$ cat src/rtl/sphere_list_traverser.sv
// sphere_list_traverser: walks the sphere table for one ray, issues every entry to the sphere hit tester, returns the closest positive hit.
// Latency: accept -> out_valid is N+2+L cycles (N live spheres, tester latency L), or 1 cycle for an empty table.
// Backpressure: in_ready low while a ray is in flight; result held until out_ready; tester side has no backpressure.
//
// Optional feature macro: SPHERE_TRAVERSE_ANY_HIT_EN -- when defined, in_any_hit stops the walk at the first qualified hit.
//
// Ports:
//   clk, reset                 rising-edge clock, synchronous active-high reset
//   in_valid/in_ready          ray request handshake; in_ray, in_any_hit, sphere_count sampled on accept
//   sph_rd_addr/sph_rd_data    sphere table read port, data valid one cycle after the address
//   tst_valid/tst_*            issue strobe and operands to the pipelined hit tester
//   rsp_valid/rsp_*            in-order tester responses (fixed latency L >= 1)
//   out_valid/out_ready/out_*  closest-hit result handshake

typedef struct packed {
    logic signed [31:0] x;
    logic signed [31:0] y;
    logic signed [31:0] z;
} vec3_t;

typedef struct packed {
    vec3_t orig;
    vec3_t dir;
    vec3_t invdir;
} ray_t;

typedef struct packed {
    vec3_t              center;
    logic signed [31:0] radius;
} sphere_t;

module sphere_list_traverser #(
    parameter int MAX_SPHERES = 16,
    parameter int IDX_W       = $clog2(MAX_SPHERES)
) (
    input  logic                    clk,
    input  logic                    reset,
    // ray request
    input  logic                    in_valid,
    output logic                    in_ready,
    input  ray_t                    in_ray,
    input  logic                    in_any_hit,
    input  logic [IDX_W:0]          sphere_count,
    // sphere table read port
    output logic [IDX_W-1:0]        sph_rd_addr,
    input  sphere_t                 sph_rd_data,
    // issue to hit tester
    output logic                    tst_valid,
    output ray_t                    tst_ray,
    output sphere_t                 tst_sphere,
    output logic [IDX_W-1:0]        tst_index,
    // tester responses
    input  logic                    rsp_valid,
    input  logic                    rsp_hit,
    input  logic signed [31:0]      rsp_t,
    input  logic [IDX_W-1:0]        rsp_index,
    // result
    output logic                    out_valid,
    input  logic                    out_ready,
    output logic                    out_hit,
    output logic signed [31:0]      out_t,
    output logic [IDX_W-1:0]        out_index
);

    localparam logic signed [31:0] T_MAX = 32'sh7FFF_FFFF;

    typedef enum logic [1:0] {
        IDLE  = 2'd0,
        ISSUE = 2'd1,
        DRAIN = 2'd2,
        DONE  = 2'd3
    } state_t;

    state_t                 state;
    ray_t                   ray_q;
    logic [IDX_W:0]         count_q;
    logic [IDX_W+1:0]       outstanding;
    logic [IDX_W+1:0]       outstanding_nxt;
    logic                   best_hit;
    logic signed [31:0]     best_t;
    logic [IDX_W-1:0]       best_idx;

    logic                   best_hit_nxt;
    logic signed [31:0]     best_t_nxt;
    logic [IDX_W-1:0]       best_idx_nxt;

    logic                   rsp_take;
    logic                   rsp_qual;
    logic                   best_upd;
    logic                   stop_issue;
    logic                   any_mode;
    logic                   drain_done;
    logic [IDX_W-1:0]       last_addr;

    // sph_rd_addr doubles as the read pointer; the table answers one cycle
    // later, so the data on sph_rd_data always belongs to tst_index.
    assign tst_ray    = ray_q;
    assign tst_sphere = sph_rd_data;

    assign last_addr = IDX_W'(count_q - (IDX_W+1)'(1));

    // A response only counts while something is actually outstanding; this
    // makes leftovers from an aborted ray (after reset) harmless.
    assign rsp_take = rsp_valid && (outstanding != '0);
    assign rsp_qual = rsp_take && rsp_hit && (rsp_t > 32'sd0);

`ifdef SPHERE_TRAVERSE_ANY_HIT_EN
    logic any_hit_q;
    assign any_mode = any_hit_q;
`else
    logic unused_any_hit;
    assign unused_any_hit = in_any_hit;
    assign any_mode       = 1'b0;
`endif

    // Closest-hit mode: strict less-than keeps the earlier (lower index) hit
    // on ties. Any-hit mode: only the first qualified hit is ever recorded.
    assign best_upd   = rsp_qual && (any_mode ? !best_hit : (rsp_t < best_t));
    assign stop_issue = any_mode && rsp_qual && !best_hit;

    always_comb begin
        best_hit_nxt = best_hit;
        best_t_nxt   = best_t;
        best_idx_nxt = best_idx;
        if (best_upd) begin
            best_hit_nxt = 1'b1;
            best_t_nxt   = rsp_t;
            best_idx_nxt = rsp_index;
        end
    end

    always_comb begin
        outstanding_nxt = outstanding;
        if (tst_valid && !rsp_take) begin
            outstanding_nxt = outstanding + (IDX_W+2)'(1);
        end else if (!tst_valid && rsp_take) begin
            outstanding_nxt = outstanding - (IDX_W+2)'(1);
        end
    end

    // Drain finishes on the edge that retires the last response, so the
    // result (including that response) is presented the following cycle.
    // A pending tst_valid always keeps outstanding_nxt non-zero.
    assign drain_done = (outstanding_nxt == '0);

    always_ff @(posedge clk) begin
        if (reset) begin
            state       <= IDLE;
            in_ready    <= 1'b1;
            out_valid   <= 1'b0;
            out_hit     <= 1'b0;
            out_t       <= T_MAX;
            out_index   <= '0;
            tst_valid   <= 1'b0;
            tst_index   <= '0;
            sph_rd_addr <= '0;
            outstanding <= '0;
            best_hit    <= 1'b0;
            best_t      <= T_MAX;
            best_idx    <= '0;
            ray_q       <= '0;
            count_q     <= '0;
`ifdef SPHERE_TRAVERSE_ANY_HIT_EN
            any_hit_q   <= 1'b0;
`endif
        end else begin
            outstanding <= outstanding_nxt;
            best_hit    <= best_hit_nxt;
            best_t      <= best_t_nxt;
            best_idx    <= best_idx_nxt;
            tst_valid   <= 1'b0;

            case (state)
                IDLE: begin
                    if (in_valid) begin
                        ray_q       <= in_ray;
                        count_q     <= sphere_count;
`ifdef SPHERE_TRAVERSE_ANY_HIT_EN
                        any_hit_q   <= in_any_hit;
`endif
                        best_hit    <= 1'b0;
                        best_t      <= T_MAX;
                        best_idx    <= '0;
                        sph_rd_addr <= '0;
                        in_ready    <= 1'b0;
                        if (sphere_count == '0) begin
                            // Nothing to walk: report a miss straight away.
                            state     <= DONE;
                            out_valid <= 1'b1;
                            out_hit   <= 1'b0;
                            out_t     <= T_MAX;
                            out_index <= '0;
                        end else begin
                            state <= ISSUE;
                        end
                    end
                end

                ISSUE: begin
                    // The address driven this cycle is read now and issued
                    // next cycle, even when an any-hit stop arrives now.
                    tst_valid <= 1'b1;
                    tst_index <= sph_rd_addr;
                    if ((sph_rd_addr == last_addr) || stop_issue) begin
                        state <= DRAIN;
                    end else begin
                        sph_rd_addr <= sph_rd_addr + IDX_W'(1);
                    end
                end

                DRAIN: begin
                    if (drain_done) begin
                        state     <= DONE;
                        out_valid <= 1'b1;
                        out_hit   <= best_hit_nxt;
                        out_t     <= best_t_nxt;
                        out_index <= best_idx_nxt;
                    end
                end

                DONE: begin
                    if (out_ready) begin
                        state     <= IDLE;
                        out_valid <= 1'b0;
                        in_ready  <= 1'b1;
                    end
                end

                default: state <= IDLE;
            endcase
        end
    end

endmodule

$ cat config.mk
export PLATFORM = sky130hd
export DESIGN_NAME = sphere_list_traverser
export DESIGN_NICKNAME = d
export VERILOG_FILES = /design/src/rtl/sphere_list_traverser.sv
export SDC_FILE = /design/constraint.sdc
export NUM_CORES = 1
export LEC_CHECK = 0
export ABC_AREA = 1
export CAP_MARGIN = 0
export CORE_AREA = 2 2 360 362
export CTS_CLUSTER_DIAMETER = 80
export CTS_CLUSTER_SIZE = 12
export DETAILED_ROUTE_END_ITERATION = 7
export DIE_AREA = 0 0 362 364
export HOLD_SLACK_MARGIN = 0.15
export PLACE_DENSITY = 0.41
export SETUP_SLACK_MARGIN = 0.4
export SLEW_MARGIN = 10
export SYNTH_ARGS = -nofsm -noshare
export SYNTH_HDL_FRONTEND = slang
export SYNTH_SLANG_ARGS = --single-unit
$ cat constraint.sdc
create_clock -name clk -period 2.3 [get_ports clk]
set_clock_uncertainty 0.15 [all_clocks]
set_input_delay 0.46 -clock clk [delete_from_list [all_inputs] [get_ports clk]]
set_output_delay 0.46 -clock clk [all_outputs]
set_load 0.03 [all_outputs]
==> results.ini <==
[floorplan]
core_sq_mm = 0.1283
die_y_um = 364
die-area_sq_mm = 0.1318
start_util = 0.1226
ios = 928
dieWidth_um = 362
placementRows = 132

[synth]
yosys.area.top_type = dfxtp_1
synth-edff-count = 0
synth.yosys.seq_area_share = 0.4898
synthCells = 2035
synthArstFlopShare = 0
synth_nets = 2539
synth_top_family_by_area = simple AND/OR/NAND/NOR gates
synth_top_area_frac = 0.4898
synthAdderAreaFrac = 0.03180
ys_ff_latch = 385
synth_area_leaders = dfxtp_1 (49%), nor2_1 (16%), o21ai_0 (11%)
synth_compound_area_frac = 0.1437
synth_area_sq_mm = 0.01574
avgSynthCellArea_sq_um = 7.733
synthXorXnorAreaFrac = 0.006599
yosysUniqueCellTypes = 39
synthSimpleGateAreaFrac = 0.2174
muxShareOfSynthArea = 0
ys_warn_count = 0
synthFlopType = dfxtp_1

[critical_path]
crit_fanout = 24
cp.required_ns = 2.62
reg2reg_slack_ns = -0.06
path_class = input port to flop
r2r_start = best_t[5]
cp-start-kind = input port
end_kind = flop
timing.rr.end = out_t[0]
rr_worst_depth = 16
critPathArrivalTime_ns = 2.69

[drt]
vias = 15540
finalWirelength_um = 76390
ant_nets = 0
via_per_inst = 3.526
dr.pass1.iters = 5
drtIter0Drc = 497
routedWlPerCell_um = 17.33
drc_errors = 0

[status]
run_status = finished, violations left
violations = negative setup slack

[sta]
max_freq_mhz = 420.8
slew-limit-headroom = 0.6862
finalCritPeriodShare = 1.033
finalSetupViolCount = 51
fin_crit_ns = 2.377
slew_viol_final = 0
hold_viol_final = 0
rsz0062_at_grt = true
setup_slack_ns = -0.07652
timing.hold.ws_ns = 0.3117
tightest_slew_ns = 0.4658

[job]
maxCapViolCount = 0

[cts]
numCtsBuffers = 46
cts-htree-levels = 2
cts_tree = built
clock_sinks = 385
clk_latency_ns = 0.59
root_buffer = clkbuf_16
clkSlewWorstSetupHoldPaths_ns = 0.06
max-clock-path-buffers = 3

[worst_hold_path]
hold_depth = 3
min_to = tst_ray[19]
hp-class = input port to flop
hp-start = in_ray[19]

[grt]
grt_pass1_vias = 15470
antenna_found_initial = 13
grt_max_degree = 69
grt_pass1_wl_um = 107400
grt_use_total = 0.1100
grt_overflow = 0

[final_layout]
nFillCells = 14410
area_growth_pct = 68.04
final_nets = 3214
drive_above_1_share = 0.2838

[power]
p_per_area_mw_per_mm2 = 1098
total_power_uw = 29040
leakage_uw = 0.01168
peakVddDrop_mv = 0.4841

[placed_design]
dpl_worst_slack_ns = -0.9881
port_buffers = 670
hpwl_um = 58550
gp_congestion = 0.7764

repair_timing:
item	in CTS	in global routing
pin swaps	13	34
setup buffers	13	12
endpoints found under the setup margin	483	421
gates resized for setup	1283	280
endpoints found under the hold margin	4	1
cloned	7	3
hold buffers	1	1
registers in the layout, indices dropped and copies added, names as in the netlist, named ones only:
signal,cells
best_hit,1
best_t,31
count_q,4
in_ready,1
out_hit,1
out_index,4
out_t,32
out_valid,1
outstanding,6
sph_rd_addr,4
state,2
tst_index,4
tst_ray,288
tst_valid,1
worst max-delay path by stage:
| stage | start | endpoint | slack, ns |
|---|---|---|---|
| after floorplan | rsp_t[5] | best_t[29] | 0.15 |
| after global placement | rsp_t[15] | out_t[0] | -0.98 |
| after detailed placement | rsp_t[15] | out_t[0] | -0.99 |
| after CTS | best_t[5] | out_t[14] | -0.13 |
| after global routing | best_t[5] | out_t[27] | -0.20 |
| final | rsp_t[15] | out_t[0] | -0.08 |
routing by layer:
metal  vias to the layer above  track usage  routed length, um
li1                       7768            -                  -
met1                      7120       0.1263              30880
met2                       510       0.1839              36430
met3                       128      0.04476               6522
met4                        18      0.03627               2287
met5                         -      0.01017                271
layout by cell type (no fill, tap or decap), types with 6 or more instances in the layout:
| cell | count |
|---|---|
| nand2_1 | 113 |
| inv_8 | 8 |
| buf_6 | 9 |
| o21ai_2 | 29 |
| dlymetal6s2s_1 | 46 |
| ha_1 | 21 |
| inv_1 | 52 |
| buf_4 | 164 |
| diode_2 | 6 |
| nand4_1 | 6 |
| buf_16 | 10 |
| nand2_4 | 23 |
| dfxtp_2 | 11 |
| a22oi_2 | 29 |
| nand2_2 | 20 |
| a21oi_1 | 21 |
| inv_2 | 18 |
| nand3_1 | 14 |
| nor2_1 | 650 |
| nor2_2 | 8 |
| dfxtp_1 | 372 |
| ha_4 | 17 |
| o21ai_4 | 12 |
| a21oi_2 | 9 |
| o21ai_0 | 267 |
| clkbuf_2 | 53 |
| xor2_1 | 6 |
| clkdlybuf4s50_1 | 332 |
| buf_2 | 219 |
| buf_12 | 34 |
| nor2_4 | 7 |
| clkbuf_16 | 50 |
| o21ai_1 | 32 |
synthesized netlist by cell type (2+ instances only):
master,count
nor2_1,662
dfxtp_1,385
o21ai_0,335
nand2_1,152
buf_4,130
clkbuf_1,108
inv_1,71
ha_1,40
a21oi_1,32
a22oi_2,27
nand3_1,21
xor2_1,7
nand4_1,6
nor3_1,6
buf_6,5
o21ai_1,5
a22oi_1,4
buf_2,4
inv_2,3
nand2_4,3
nor4_1,3
xnor2_1,3
and2_1,2
buf_1,2
nand2_2,2
nand3b_1,2
nor2_4,2
nor3b_1,2
cell type report:
type,count,area [sq um],share of cell area
diodes,6,15.01,0.0005678
clock buffers,49,1194,0.04514
clock inverters,16,215.2,0.008138
inverters,74,302.8,0.01145
multi-input cells,1327,7208,0.2726
flip-flops and latches,385,7729,0.2923
well taps,1675,2096,0.07925
repair buffers,876,7685,0.2906
power breakdown:
| part | internal, uW | switching (uW) |
|---|---|---|
| sequential | 8140 | 744 |
| combinational | 4860 | 8050 |
| clock | 4090 | 3150 |
| total | 17100 | 11900 |
critical path, stage by stage:
cell and delay (ns):
clkdlybuf4s50_1 0.55, ha_4 0.24, a21oi_1 0.16, o21ai_2 0.10, a21oi_2 0.16, nand2_2 0.12, nand2_4 0.10, nand2_4 0.05
nand2_4 0.07, nand3_4 0.12, buf_12 0.21, buf_4 0.15, o21ai_2 0.14, a22oi_2 0.06
kinds of logic after synthesis:
logic type      after synthesis
xor+xnor                     11
buf+inv                     323
fa+ha+maj                    40
flops                       385
compound gates              407
simple gates                869
metrics by stage:
step	std cells	util	cell area, sq um	TNS [ns]
3_5_place_dp	4300	0.1952	25050	-67.51
2_1_floorplan	2035	-	16040	0
3_3_place_gp	4300	0.1952	25050	-67.33
6_report	4408	0.2061	26440	-2.032
5_1_grt	4405	0.2060	26440	-10.19
4_1_cts	4386	0.2027	26020	-4.997
(Power assumes the default switching activity.)
